File: config.mk
export PLATFORM = sky130hd
export DESIGN_NAME = pipeline_hazard_ctrl
export DESIGN_NICKNAME = d
export VERILOG_FILES = /design/src/rtl/pipeline_hazard_ctrl.sv
export SDC_FILE = /design/constraint.sdc
export NUM_CORES = 1
export LEC_CHECK = 0
export BUFFER_PORTS_ARGS = -buffer_cell sky130_fd_sc_hd__buf_2
export CELL_PAD_IN_SITES_DETAIL_PLACEMENT = 1
export CELL_PAD_IN_SITES_GLOBAL_PLACEMENT = 1
export CORE_MARGIN = 8
export CORE_UTILIZATION = 40
export CTS_CLUSTER_DIAMETER = 60
export CTS_CLUSTER_SIZE = 20
export DETAILED_ROUTE_END_ITERATION = 6
export GPL_TIMING_DRIVEN = 1
export PLACE_DENSITY_LB_ADDON = 0.1
export SLEW_MARGIN = 20
export SYNTH_ARGS = -nofsm -noshare
export SYNTH_HDL_FRONTEND = slang
export SYNTH_SLANG_ARGS = --single-unit
File: constraint.sdc
create_clock -name clk -period 5.2 [get_ports clk]
set_clock_uncertainty 0.1 [all_clocks]
set_input_delay 1.04 -clock clk [delete_from_list [all_inputs] [get_ports clk]]
set_output_delay 1.04 -clock clk [all_outputs]
set_load 0.005 [all_outputs]
File: src/rtl/pipeline_hazard_ctrl.sv
// Stall/flush sequencer for the 5-stage pipeline: load-use bubbles, taken-branch flushes,
// data-memory wait holds, saturating event counters and a sticky memory-timeout flag.
module pipeline_hazard_ctrl #(
  parameter int CNT_W       = 16,
  parameter int MEM_TIMEOUT = 64
) (
  input  logic             clk,
  input  logic             rst,
  input  logic [4:0]       id_rs,
  input  logic [4:0]       id_rt,
  input  logic             idex_memread,
  input  logic [4:0]       idex_rt,
  input  logic             exmem_branch,
  input  logic             exmem_zero,
  input  logic             dmem_req,
  input  logic             dmem_ready,
  output logic             pc_en,
  output logic             pc_src,
  output logic             ifid_en,
  output logic             ifid_flush,
  output logic             idex_en,
  output logic             idex_flush,
  output logic             exmem_en,
  output logic             exmem_flush,
  output logic             memwb_en,
  output logic [CNT_W-1:0] stall_cnt,
  output logic [CNT_W-1:0] flush_cnt,
  output logic             mem_err
);

  localparam int WC_W = $clog2(MEM_TIMEOUT) + 1;

  typedef enum logic {RUN, MEM_WAIT} state_t;

  state_t          state, state_nxt;
  logic [WC_W-1:0] wait_cnt, wait_nxt;
  logic            err_set;
  logic            mem_stall, branch_taken, load_use;

  assign mem_stall    = dmem_req & ~dmem_ready;
  assign branch_taken = exmem_branch & exmem_zero;
  // r0 is hardwired zero, so a load targeting it can never create a dependency
  assign load_use     = idex_memread & (idex_rt != 5'd0) &
                        ((idex_rt == id_rs) | (idex_rt == id_rt));

  always_comb begin
    pc_en       = 1'b1;
    pc_src      = 1'b0;
    ifid_en     = 1'b1;
    ifid_flush  = 1'b0;
    idex_en     = 1'b1;
    idex_flush  = 1'b0;
    exmem_en    = 1'b1;
    exmem_flush = 1'b0;
    memwb_en    = 1'b1;
    state_nxt   = RUN;
    wait_nxt    = '0;
    err_set     = 1'b0;

    if (mem_stall) begin
      pc_en    = 1'b0;
      ifid_en  = 1'b0;
      idex_en  = 1'b0;
      exmem_en = 1'b0;
      memwb_en = 1'b0;
      if (state == RUN) begin
        state_nxt = MEM_WAIT;
        wait_nxt  = WC_W'(1);
      end else if (wait_cnt == WC_W'(MEM_TIMEOUT - 1)) begin
        // flag the timeout and restart the wait window; the hold itself continues
        err_set = 1'b1;
      end else begin
        state_nxt = MEM_WAIT;
        wait_nxt  = wait_cnt + 1'b1;
      end
    end else if (branch_taken) begin
      pc_src      = 1'b1;
      ifid_flush  = 1'b1;
      idex_flush  = 1'b1;
      exmem_flush = 1'b1;
    end else if (load_use) begin
      pc_en      = 1'b0;
      ifid_en    = 1'b0;
      idex_flush = 1'b1;
    end
  end

  always_ff @(posedge clk or posedge rst) begin
    if (rst) begin
      state     <= RUN;
      wait_cnt  <= '0;
      stall_cnt <= '0;
      flush_cnt <= '0;
      mem_err   <= 1'b0;
    end else begin
      state    <= state_nxt;
      wait_cnt <= wait_nxt;
      if (err_set)
        mem_err <= 1'b1;
      if (!pc_en && stall_cnt != '1)
        stall_cnt <= stall_cnt + 1'b1;
      if (pc_src && flush_cnt != '1)
        flush_cnt <= flush_cnt + 1'b1;
    end
  end

endmodule

* Word level (Yosys, flattened, before mapping)
Index checks and enable logic that the tools add are counted.
** Word-level totals
- Register bits after elaboration :: 41
- Input port bits :: 22
** Operators by class
- $add $sub $neg :: 3
- Equal/unequal tests :: 5
- Mux-type cells :: 18
- Bitwise gates (word level) :: 6
- Reduce and logical (&&, ||, !) cells :: 4
** Operators by type and width (count)
- adder 16 x 1 -> 16 bit (second input constant) :: 2
- != test 16 bit (second input constant) :: 2
- 2-to-1 mux 7 bit :: 3
- 2-to-1 mux 1 bit :: 15
- equality test 5 bit :: 2
- adder 7 x 1 -> 7 bit (second input constant) :: 1
- equality test 7 x 6 -> 1 bit (second input constant) :: 1
- nonzero test 5 bit :: 1
- AND 1 bit :: 4
- logical AND 1 bit :: 2
- zero test 1 bit :: 1
- inverter 1 bit :: 1
- OR 1 bit :: 1

* Depth between registers and ports, before layout
Gate-level depths: netlist of run 1.
- Word-level depth :: 8
- Mapped depth :: 8
- Gate-level depth less buffers :: 8

* Least setup slack after synthesis of run 1
OpenSTA, ideal clock, no wires.
- Path kind :: input port to output port
- From :: input idex_rt[1]
- To :: output pc_en
- Arrival time :: 2.167 ns
- Setup slack :: 1.893 ns
- Stages on the path :: 5
- Buffers on the path :: 1
- Path through :: or4_1 > o21a_1 > a31o_2 > inv_1 > buf_4
** On the way
- Cells in the longest elaborated chain, start to end :: 6
- Elaborated cells between the ends (all ways) :: 9
** RTL lines
- start, declared :: RTL line 12 : input logic [4:0] idex_rt,
- equality test 5 bit / nonzero test 5 bit (equally long branches) :: RTL line 44, 43
- OR 1 bit / AND 1 bit (equally long branches) :: RTL line 44, 43
- AND 1 bit * :: RTL line 43 : assign load_use = idex_memread & (idex_rt != 5'd0) &
- 2-to-1 mux 1 bit * (3 in a row)
- end, declared :: RTL line 17 : output logic pc_en,
Mark *: on every way between the ends. The rest lies on a longest branch, timed or not.

* Worst setup path after layout of run 1
- From :: input idex_rt[1]
- To :: output pc_en
** On the way
- Cells in the longest elaborated chain, start to end :: 6
- Elaborated cells between the ends (all ways) :: 9
** RTL lines
- equality test 5 bit / nonzero test 5 bit (equally long branches) :: RTL line 44, 43
- OR 1 bit / AND 1 bit (equally long branches) :: RTL line 44, 43
- AND 1 bit * :: RTL line 43
- 2-to-1 mux 1 bit * :: RTL line 81 : end else if (load_use) begin
- 2-to-1 mux 1 bit * :: RTL line 76 : end else if (branch_taken) begin
- 2-to-1 mux 1 bit * :: RTL line 60 : if (mem_stall) begin
Marked as above.

==> results of run 1 <==
==> area by class of cell <==
| class | instances | area, µm² | area share, % |
|---|---|---|---|
| flip-flops and latches | 41 | 1030 | 40.2 |
| multi-input cells | 149 | 975 | 38.2 |
| repair buffers | 64 | 323 | 12.7 |
| well taps | 70 | 87.6 | 3.43 |
| clock buffers | 7 | 86.3 | 3.39 |
| clock inverters | 1 | 30.0 | 1.18 |
| inverters | 6 | 22.5 | 0.883 |
==> worst max-delay path, stage by stage <==
cell	delay, ns
buf_2	0.12
or4_1	0.52
o21a_1	0.21
a31o_2	0.26
inv_1	0.06
buf_2	0.11
==> routing by layer <==
layer | global-route usage, % | up-vias | part of all wire [%] | wire length, µm
met5 | 0 | - | 0 | 0
li1 | - | 811 | - | -
met4 | 4.69 | 0 | 0.96 | 48
met2 | 22.9 | 38 | 49 | 2460
met1 | 16.6 | 828 | 45 | 2220
met3 | 4.13 | 6 | 5.2 | 260
==> power by group <==
part | leakage [nW] | switching (mW) | internal (mW)
Clock | 0.0585 | 0.108 | 0.157
Sequential | 0.540 | 0.0698 | 0.368
Combinational | 0.652 | 0.0854 | 0.0969
==> logic make-up after synthesis <==
logic type               Yosys count
AND/OR/NAND/NOR                   91
XOR/XNOR                          44
flip-flops                        41
buffers and inverters             12
AO/OA/AOI/OAI                      9
adder cells (fa/ha/maj)            3
multiplexers                       2
==> cells in the mapped netlist <==
library cell	instances
or2_2	2
xnor2_1	27
nor3b_2	1
mux2_2	1
nor2b_1	1
and3_1	6
nand2_1	22
nor4_1	5
o21a_1	2
mux2_4	1
a21oi_1	3
xor2_1	17
and2_2	1
nor2_1	15
a21oi_2	1
dfrtp_1	41
and4_1	3
nand4_1	7
nand3_1	18
nor4b_1	1
a31o_2	2
ha_1	3
buf_4	5
nor3_1	8
buf_6	1
o22ai_1	1
inv_1	6
or4_1	1
==> how the worst min path moves through the flow <==
stage / from / end / slack [ns] / cells past startpoint
2_1_floorplan: mem_err$_DFFE_PP0P_ / mem_err$_DFFE_PP0P_ / 0.37 / 1
4_1_cts: mem_err$_DFFE_PP0P_ / mem_err$_DFFE_PP0P_ / 0.37 / 1
6_report: mem_err$_DFFE_PP0P_ / mem_err$_DFFE_PP0P_ / 0.37 / 1
3_5_place_dp: mem_err$_DFFE_PP0P_ / mem_err$_DFFE_PP0P_ / 0.35 / 1
3_3_place_gp: mem_err$_DFFE_PP0P_ / mem_err$_DFFE_PP0P_ / 0.35 / 1
5_1_grt: mem_err$_DFFE_PP0P_ / mem_err$_DFFE_PP0P_ / 0.39 / 1
==> flip-flops by register name, summed over array words and instances (netlist names) <==
name / flops
flush_cnt: 16
stall_cnt: 16
wait_cnt: 7
mem_err: 1
state: 1
==> stage by stage <==
stage / worst slack (ns) / area [µm²] / hold WS [ns] / total power, mW / std cells
after floorplan: 1.89 / 2070 / 0.366 / 0.536 / 202
after detailed placement: 1.71 / 2430 / 0.353 / 0.631 / 330
after CTS: 1.71 / 2550 / 0.371 / 0.904 / 338
final: 1.72 / 2550 / 0.369 / 0.885 / 338
after global placement: 1.73 / 2430 / 0.346 / 0.627 / 330
after global routing: 1.65 / 2550 / 0.386 / 0.947 / 338
==> summary by stage, run 1 <==
Run
The number of maximum-capacitance violations is 0.

Global route
The initial antenna violation count is 0. The first global-routing pass estimated around 8400 µm of wire. The via count of the first global-routing pass came to roughly 1,800. The aggregate global-route resource usage is 13.9%. Entering global routing, the biggest net connects 42 pins. The total overflow left after global routing is 0.

Placed design
The number of input and output port buffers inserted is 63. Detailed placement ended at an HPWL of approximately 3800 µm. The congestion estimate from routability-driven global placement came to about 0.74.

Yosys
The number of warnings reported in the yosys synthesis log is 0. Summing the sequential cell areas from Yosys gives around half of the chip area. The net count of the mapped netlist is 227. Summing the areas of all and, or, nand and nor instances in the mapped netlist gives roughly 22% of the synthesized area. The netlist uses 28 different library cells.

The cell count after synthesis is 202. The post-synthesis sequential element count is 41. The synthesized area per cell is 10.3 µm². The post-synthesis instance area is approximately 2100 µm².

The synthesized design devotes to its leading area cell type 49.5% of total area. By area the synthesized netlist is led by dfrtp_1 (50%), xnor2_1 (11%), xor2_1 (7.2%), nand3_1 (4.3%), nand2_1 (4.0%). The mux cell area share after synthesis is 1.27%. The compound-cell area share of the yosys netlist is 3.02%. Summing the areas of all xor and xnor instances in the mapped netlist gives 18.6% of the synthesized area. By area, the combinational part of the netlist is dominated by simple AND/OR/NAND/NOR gates. The fraction of the mapped netlist area in adder cells is 1.81%. The largest total area in the synthesized netlist belongs to dfrtp_1.

Clocking
In this run, post-CTS hold repair placed 0 buffers. The H-tree was split into 2 levels. The number of buffers created by CTS is 5. The CTS tree is done. The number of gates resized after CTS was 0.

CTS saw around 40 sinks. The root buffer cell chosen for the clock tree is clkbuf_8. The source-to-sink clock delay at the later pin of the worst-skew pair is between 0.2 and 0.3 ns. The largest buffer count on any clock path is 2. The register clock-pin slew on the reported worst setup and hold paths is 0.07 ns. Once the clock tree was built, the setup fixing pass inserted 0 buffers.

Layout
The leading cell type in the layout, fill and taps excluded is buf_2. The synthesis-to-layout area growth is 23.1%. The count of filler cells inserted in the layout is 615. The final antenna diode count is 0. In the layout the commonest cells are buf_2 (63), dfrtp_1 (41), xnor2_1 (27), nand2_1 (22), nand3_1 (18). The final net count is just under 300. Of the cells placed in the final design, the portion with a size suffix greater than 1 is 29.9%. The final design utilization is 50.6%.

Floorplan
The I/O pin count is 64. The die boundary width is 88.0 µm. The floorplan step defined a core boundary enclosing 5040 µm². The die area is 7740 µm². The starting density of the core is 41.1%. The die is between 80 and 90 µm tall. The floorplan has 26 rows.

Setup path
The capturing element of the worst setup path is pc_en. STA classifies the critical path startpoint as an input port. The beginning of the critical path is idex_rt[1]. The logic depth of the worst register-to-register path is 6. Along the worst path, the maximum fanout reaches 3.

The kind of capture point of the worst setup path is a primary output. For the worst setup path, the data required time is between 4 and 5 ns. The worst setup slack for register-to-register paths is around 2.7 ns.

The critical path is of the in -> out type. The source of the worst register-to-register timing path is stall_cnt[0]$_DFFE_PP0P_. The terminus of the critical flop-to-flop path is stall_cnt[1]$_DFFE_PP0P_. Data arrives at the worst endpoint at 2.34 ns.

Pwr
The leakage power total is about 1.3 nW. The worst-case IR drop observed on VDD is between 0.0002 and 0.0003 V. In this run the power density over the cells is 347 nW/µm².

Status
The run finished with clean final reports.

Detailed routing
The average routed wire per standard cell is 14.8 µm. For this run, the detailed router's first-pass iteration total came to 4. The number of design rule violations left after detail routing is 0. The remaining antenna violation count after routing is 0. The detailed router finished its first iteration with 25 violations. The final route contains between 1,500 and 2,000 vias.

In the routed layout, each cell is associated on average with a via count of 4.98. The routed design has roughly 5000 µm of wire.

STA
The count of endpoints failing setup in the final report is 0. The worst path in the final design needs a cycle of 3.48 ns, including I/O delays and setup. The number of hold violations in the final report was 0.

The final critical path takes up 66.9% of the cycle. The total negative slack is 0 ns. Based on the critical path, the design can be clocked at up to between 200 and 300 MHz. The worst-margin pin slew is 0.834 ns. Setup repair after global routing left no endpoint under its margin.

The worst relative slew slack is between 40% and 50%. The number of max-slew violations in the final report is 0.

Min path
The worst min-delay path class is reg -> reg.
No activity file was read; power rests on OpenSTA's default activity.
==> run 2: changes to the inputs <==
- CORE_UTILIZATION: 40 -> 38
- clock period: 5.2 -> 3.4 ns (I/O delays scaled with it)
==> summary by stage, run 2 (same netlist as run 1, synthesis figures left out) <==
Setup path
The terminus of the critical flop-to-flop path is stall_cnt[1]$_DFFE_PP0P_. The required time of the worst setup path is 2.62 ns (-1.44 ns). The count of buffering cells on the critical path with inverters included is 3 (unchanged).

The most critical setup path has its startpoint at idex_rt[1]. The critical path goes through buf_2, or4_1, o21a_1, a31o_2, inv_1, buf_2. The logic depth of the worst register-to-register path is 6 (unchanged). The slowest stage of the critical path belongs to the cell or4_1. The maximum cell stage delay along the critical path is 0.53 ns (about the same). The critical path is of the in -> out type. The kind of capture point of the worst setup path is a primary output. The source of the worst register-to-register timing path is stall_cnt[0]$_DFFE_PP0P_. The largest fanout of any net on the critical path was 3 (unchanged).

The worst setup slack for register-to-register paths is 0.96 ns (-1.77 ns). The launching element type of the critical path is an input port. The critical path arrival is 1.98 ns (-0.36 ns).

The dominant cell type by count on the critical path is buf_2. The family with the most delay on the worst path is simple AND/OR/NAND/NOR gates.

Detailed routing
The routed via count was 1,673 (-0.59%). The average routed wire per standard cell is 15.2 µm (+3.1%). The routed via count divided by cell count was 4.89 (-1.8%). The starting DRC count in detailed routing came to 29 (+16%). The number of design rule violations left after detail routing is 0 (unchanged).

The wire length reported by the detailed router was 5210 µm (+4.3%). The remaining antenna violation count after routing is 0 (unchanged). The number of iterations in the first detailed-routing pass was 4 (unchanged).

Run
The number of maximum-capacitance violations is 0 (unchanged).

Clocking
The source-to-sink clock delay at the later pin of the worst-skew pair came to 0.30 ns (about the same). The number of H-tree levels is 2 (unchanged). The clock tree root driver cell is clkbuf_8. The number of buffers inserted by post-CTS setup repair is 0 (unchanged). The count of instances resized after the clock tree is built is 0 (unchanged). The register clock-pin slew on the reported worst setup and hold paths came to 0.09 ns (+0.02 ns). The number of buffers created by CTS came to 5 (unchanged). The sink count of the clock tree is 41 (unchanged). TritonCTS built the clock tree. The largest buffer count on any clock path was 2 (unchanged).

The number of buffers added to fix hold violations after cts came to 0 (unchanged).

Floorplan
The die boundary width was 89.8 µm (+2.1%). The die area is 8070 µm² (+4.3%). The floorplan die height came to 89.8 µm (+2.1%). The core box area is 5370 µm² (+6.5%). The starting density of the core is 38.6% (-2.5 points). The I/O pin count is 64 (unchanged). The row count is 27 (+3.8%).

STA
The clock period minus worst slack is 2.76 ns. The worst-margin pin slew was 0.686 ns (-0.149 ns). Setup repair after global routing left no endpoint under its margin. Static timing analysis puts the maximum clock frequency at 362 MHz. The worst relative slew slack came to 53.6% (+9.3 points). The number of hold violations in the final report is 0 (unchanged). The total negative slack is 0 ns (unchanged).

The count of endpoints failing setup in the final report is 0 (unchanged). The number of max-slew violations in the final report is 0 (unchanged). Of the available clock period, the critical path in the final layout requires 81.2%.

Min path
The min-delay analysis places its worst path in the category in -> async.

Global route
The via count of the first global-routing pass is 1,816 (+2.8%). The pin count of the biggest net entering global routing is 21 (-50%). The total global routing overflow is 0 (unchanged).

The initial antenna violation count is 0 (unchanged). The global-route wire length before repair is 9170 µm (+9.0%). The aggregate global-route resource usage is 13.7% (-0.16 points).

Pwr
The switching power total was 0.430 mW (+63%). The leakage power total is 1.26 nW (+0.47%). The clock network fraction of total power came to 29.6% (-0.3 points). The internal portion of total power is 0.933 mW (+50%). The proportion of power drawn by flip-flops and latches is 49.5% (about the same).

The maximum ir drop on the vdd rail came to 0.000343 V (+20%). The power share of the combinational group is 20.9% (+0.3 points). The net switching share of the total power came to 31.6% (+1.8 points).

The power per cell area is 531 nW/µm² (+53%).

Layout
In the layout the commonest cells are buf_2 (63), dfrtp_1 (41), xnor2_1 (27), nand2_1 (22), nand3_1 (18). The footprint of the multi-input gates is 975 µm² (unchanged). The register area came to 1030 µm² (unchanged). The leading cell type in the layout, fill and taps excluded is buf_2.

The largest registers in the layout are flush_cnt x16, stall_cnt x16, wait_cnt x7. The final design utilization was 47.8% (-2.8 points). The final antenna diode count was 0 (unchanged).

From synthesis to final layout, the design area changed by 23.9%. The share of layout cells above drive strength 1 came to 30.7% (+0.89 points). The final net count is 294 (+0.68%). The count of filler cells inserted in the layout came to 660 (+7.3%).

Status
The flow ran to the end, and the final reports show no timing, DRC or antenna violations.

Placed design
The post-detailed-placement half-perimeter wirelength is 3970 µm (+4.2%). The number of input and output port buffers inserted is 63 (unchanged). The weighted congestion at the end of routability-driven global placement came to 0.749 (+1.6%).
==> run 2: cell count changes in the layout (fill, tap and decap cells not counted) <==
cell,before,now
buf_4,1,3
clkbuf_1,1,0
clkbuf_8,6,5
clkinv_4,0,1
clkinvlp_4,0,1
==> run 2: power groups by stage <==
stage | Combinational [mW] | Clock (mW) | Sequential [mW]
global route | 0.329 | 0.433 | 0.691
CTS | 0.295 | 0.422 | 0.676
floorplan | 0.154 | 0 | 0.666
finish | 0.285 | 0.404 | 0.675
detailed placement | 0.292 | 0 | 0.683
global placement | 0.282 | 0 | 0.681
==> run 2: metrics by stage <==
| stage | setup WS, ns | power (mW) | area (µm²) | hold slack, ns | instances |
|---|---|---|---|---|---|
| after floorplan | 0.813 | 0.820 | 2070 | 0.366 | 202 |
| after global placement | 0.564 | 0.963 | 2450 | 0.347 | 334 |
| after detailed placement | 0.548 | 0.974 | 2450 | 0.355 | 334 |
| after CTS | 0.629 | 1.39 | 2570 | 0.191 | 342 |
| after global routing | 0.573 | 1.45 | 2570 | 0.201 | 342 |
| final | 0.638 | 1.36 | 2570 | 0.194 | 342 |
==> run 2: final cells by class <==
cell class,count,area share [%]
tap,72,3.51
inverter,6,0.878
sequential,41,40.0
clock inverter,3,1.80
multi-input combinational,149,38.0
timing repair buffer,66,13.2
clock buffer,5,2.68
==> run 2: worst max path at each step <==
stage	to	depth (start not counted)
6_report	pc_en	6
5_1_grt	pc_en	6
4_1_cts	pc_en	6
3_5_place_dp	stall_cnt[1]$_DFFE_PP0P_	6
3_3_place_gp	stall_cnt[1]$_DFFE_PP0P_	6
2_1_floorplan	pc_en	5
==> run 2: routing by layer <==
layer  share of wire, %  track usage, %  vias to the layer above
li1                   -               -                      817
met4                1.0            3.81                        0
met2                 49            22.4                       39
met5                  0               0                        -
met3                5.6            4.74                        6
met1                 45            16.6                      811
==> run 3: changes to the inputs <==
- CORE_UTILIZATION: 38 -> 35
- clock period: 3.4 -> 2.3 ns (I/O delays scaled with it)
==> summary by stage, run 3 (same netlist as run 1, synthesis figures left out) <==
Setup path
The kind of capture point of the worst setup path is a primary output. In this design, the critical path's most frequently occurring cell is buf_2. The required time of the worst setup path was 1.74 ns (-0.88 ns).

The worst setup path is launched from an input port. The slowest stage of the critical path is the or4_1 cell. The critical path arrival is 1.70 ns (-0.28 ns). Traced cell by cell, the critical path runs through buf_2, or4_1, o21a_1, a31o_2, inv_1, buf_2. By startpoint and endpoint, the worst setup path is classified as in -> out. The largest fanout of any net on the critical path was 3 (unchanged). The maximum cell stage delay along the critical path is 0.53 ns (about the same).

STA
The number of hold violations in the final report is 0 (unchanged). The final critical-path share of the clock period is 98.3%. Setup repair after global routing left no endpoint under its margin.

The total negative slack is 0 ns (unchanged). For this run, the top clock speed supported by timing is between 400 and 500 MHz. The worst relative slew slack was 64.9% (+11 points). The final hold slack is 0.187 ns (-0.00712 ns). The count of endpoints failing setup in the final report was 0 (unchanged). The number of max-slew violations in the final report is 0 (unchanged). Subtracting the final worst setup slack from the clock period gives 2.26 ns.

The worst-margin pin slew was 0.527 ns (-0.159 ns). The worst setup slack after layout is 0.0380 ns (-0.600 ns).

Placed design
The weighted congestion at the end of routability-driven global placement is 0.767 (+2.4%). The worst setup timing slack at the placement stage is -0.0403 ns (-0.589 ns). The post-detailed-placement half-perimeter wirelength is 3940 µm (-0.90%). The number of input and output port buffers inserted is 63 (unchanged).

Global route
The initial antenna violation count is 0 (unchanged). The aggregate global-route resource usage is 12.8% (-0.95 points). The pin count of the biggest net entering global routing was 42 (+100%). The total global routing overflow is 0 (unchanged). The global-route wire length before repair came to 9010 µm (-1.7%).

The via count of the first global-routing pass came to 1,845 (+1.6%).

Clocking
The number of H-tree levels is 2 (unchanged). The number of buffers inserted by post-CTS setup repair is 0 (unchanged). The clock tree root driver cell is clkbuf_8.

The largest buffer count on any clock path came to 2 (unchanged). The register clock-pin slew on the reported worst setup and hold paths is 0.09 ns (about the same). TritonCTS built the clock tree.

The sink count of the clock tree was 41 (unchanged). The number of buffers created by CTS was 5 (unchanged). The source-to-sink clock delay at the later pin of the worst-skew pair is 0.30 ns (about the same).

Layout
In the layout the commonest cells are buf_2 (63), dfrtp_1 (41), xnor2_1 (27), nand2_1 (22), nand3_1 (18). The final antenna diode count was 0 (unchanged). The area growth from synthesis to layout is 27.9%.

The share of layout cells above drive strength 1 is 33.2% (+2.5 points). The leading cell type in the layout, fill and taps excluded is buf_2. The final net count is 301 (+2.4%).

The largest registers in the layout are flush_cnt x16, stall_cnt x16, wait_cnt x7. The count of filler cells inserted in the layout is 711 (+7.7%).

Detailed routing
The starting DRC count in detailed routing came to 41 (+41%). The wire length reported by the detailed router came to 5260 µm (+0.98%). The routed via count is 1,723 (+3.0%). The remaining antenna violation count after routing was 0 (unchanged). The routed via count divided by cell count is 4.89 (about the same). The number of design rule violations left after detail routing was 0 (unchanged). The average routed wire per standard cell is 14.9 µm (-1.9%).

The number of iterations in the first detailed-routing pass is 4 (unchanged).

Min path
The worst hold path belongs to the class in -> async.

Run
The number of maximum-capacitance violations is 0 (unchanged).

Floorplan
The core box area is 5820 µm² (+8.3%). The die area came to 8640 µm² (+7.0%). The floorplan die height is 92.9 µm (+3.5%). The row count was 28 (+3.7%). The starting density of the core was 35.6% (-2.9 points). The die boundary width is 92.9 µm (+3.5%). The I/O pin count is 64 (unchanged).

Pwr
The power per cell area is 770 nW/µm² (+45%). The maximum ir drop on the vdd rail was 0.000414 V (+21%). The leakage power total is 1.30 nW (+3.5%).

Status
The run finished with clean final reports.
run 3: cell count changes in the layout (fill, tap and decap cells not counted):
| cell | change |
|---|---|
| a21oi_2 | +1 |
| buf_12 | +1 |
| a21oi_1 | -1 |
| o22ai_1 | -1 |
| clkinv_4 | -1 |
| buf_4 | +6 |
| clkbuf_8 | +1 |
| o22ai_2 | +1 |
run 3: worst paths after layout:
kind,startpoint,cells past startpoint,end,slack [ns]
max,idex_rt[3],6,pc_en,0.04
min reg2reg,mem_err$_DFFE_PP0P_,1,mem_err$_DFFE_PP0P_,0.37
max in group asynchronous,rst,3,state$_DFF_PP0_,1.55
max reg2reg,stall_cnt[0]$_DFFE_PP0P_,8,stall_cnt[1]$_DFFE_PP0P_,0.16
min,rst,3,wait_cnt[0]$_DFF_PP0_,0.19
min in group clk,mem_err$_DFFE_PP0P_,1,mem_err$_DFFE_PP0P_,0.37
run 3: critical path, delay by kind of cell:
family / cells / cell delay, ns
and+or+nand+nor: 1 / 0.53
AOI/OAI and AO/OA: 2 / 0.44
buffers and inverters: 3 / 0.28
run 3: cell type report:
cell class / instances / area [µm²] / area share, %
Inverter: 6 / 22.5 / 0.850
Multi-Input combinational cell: 149 / 985 / 37.2
Tap cell: 75 / 93.8 / 3.54
Clock inverter: 2 / 37.5 / 1.42
Sequential cell: 41 / 1030 / 38.7
Timing Repair Buffer: 73 / 403 / 15.2
Clock buffer: 6 / 82.6 / 3.12
run 3: per-layer routing:
metal	track usage [%]	part of all wire, %	wire [µm]
met5	0	0	0
met2	20.0	46	2400
met1	16.0	47	2480
met4	4.83	1.5	77
met3	3.96	5.8	306
run 3: stage by stage:
stage	area [µm²]	cells	util [%]	power [mW]
after detailed placement	2520	344	43.3	1.45
after CTS	2640	352	45.4	2.07
after floorplan	2070	202	-	1.21
after global routing	2650	352	45.6	2.18
after global placement	2520	344	43.3	1.44
final	2650	352	45.6	2.04
run 3: where the power goes:
| part | total (mW) | internal, mW | switching (mW) | leakage (nW) |
|---|---|---|---|---|
| sequential | 0.991 | 0.832 | 0.159 | 0.540 |
| combinational | 0.435 | 0.232 | 0.203 | 0.703 |
| clock | 0.614 | 0.353 | 0.261 | 0.0574 |
| total | 2.04 | 1.42 | 0.623 | 1.30 |
run 3: timing repair:
item / CTS / global route
gates resized for setup: 0 / 2
hold buffers: 0 / 0
setup endpoints to repair: 0 / 9
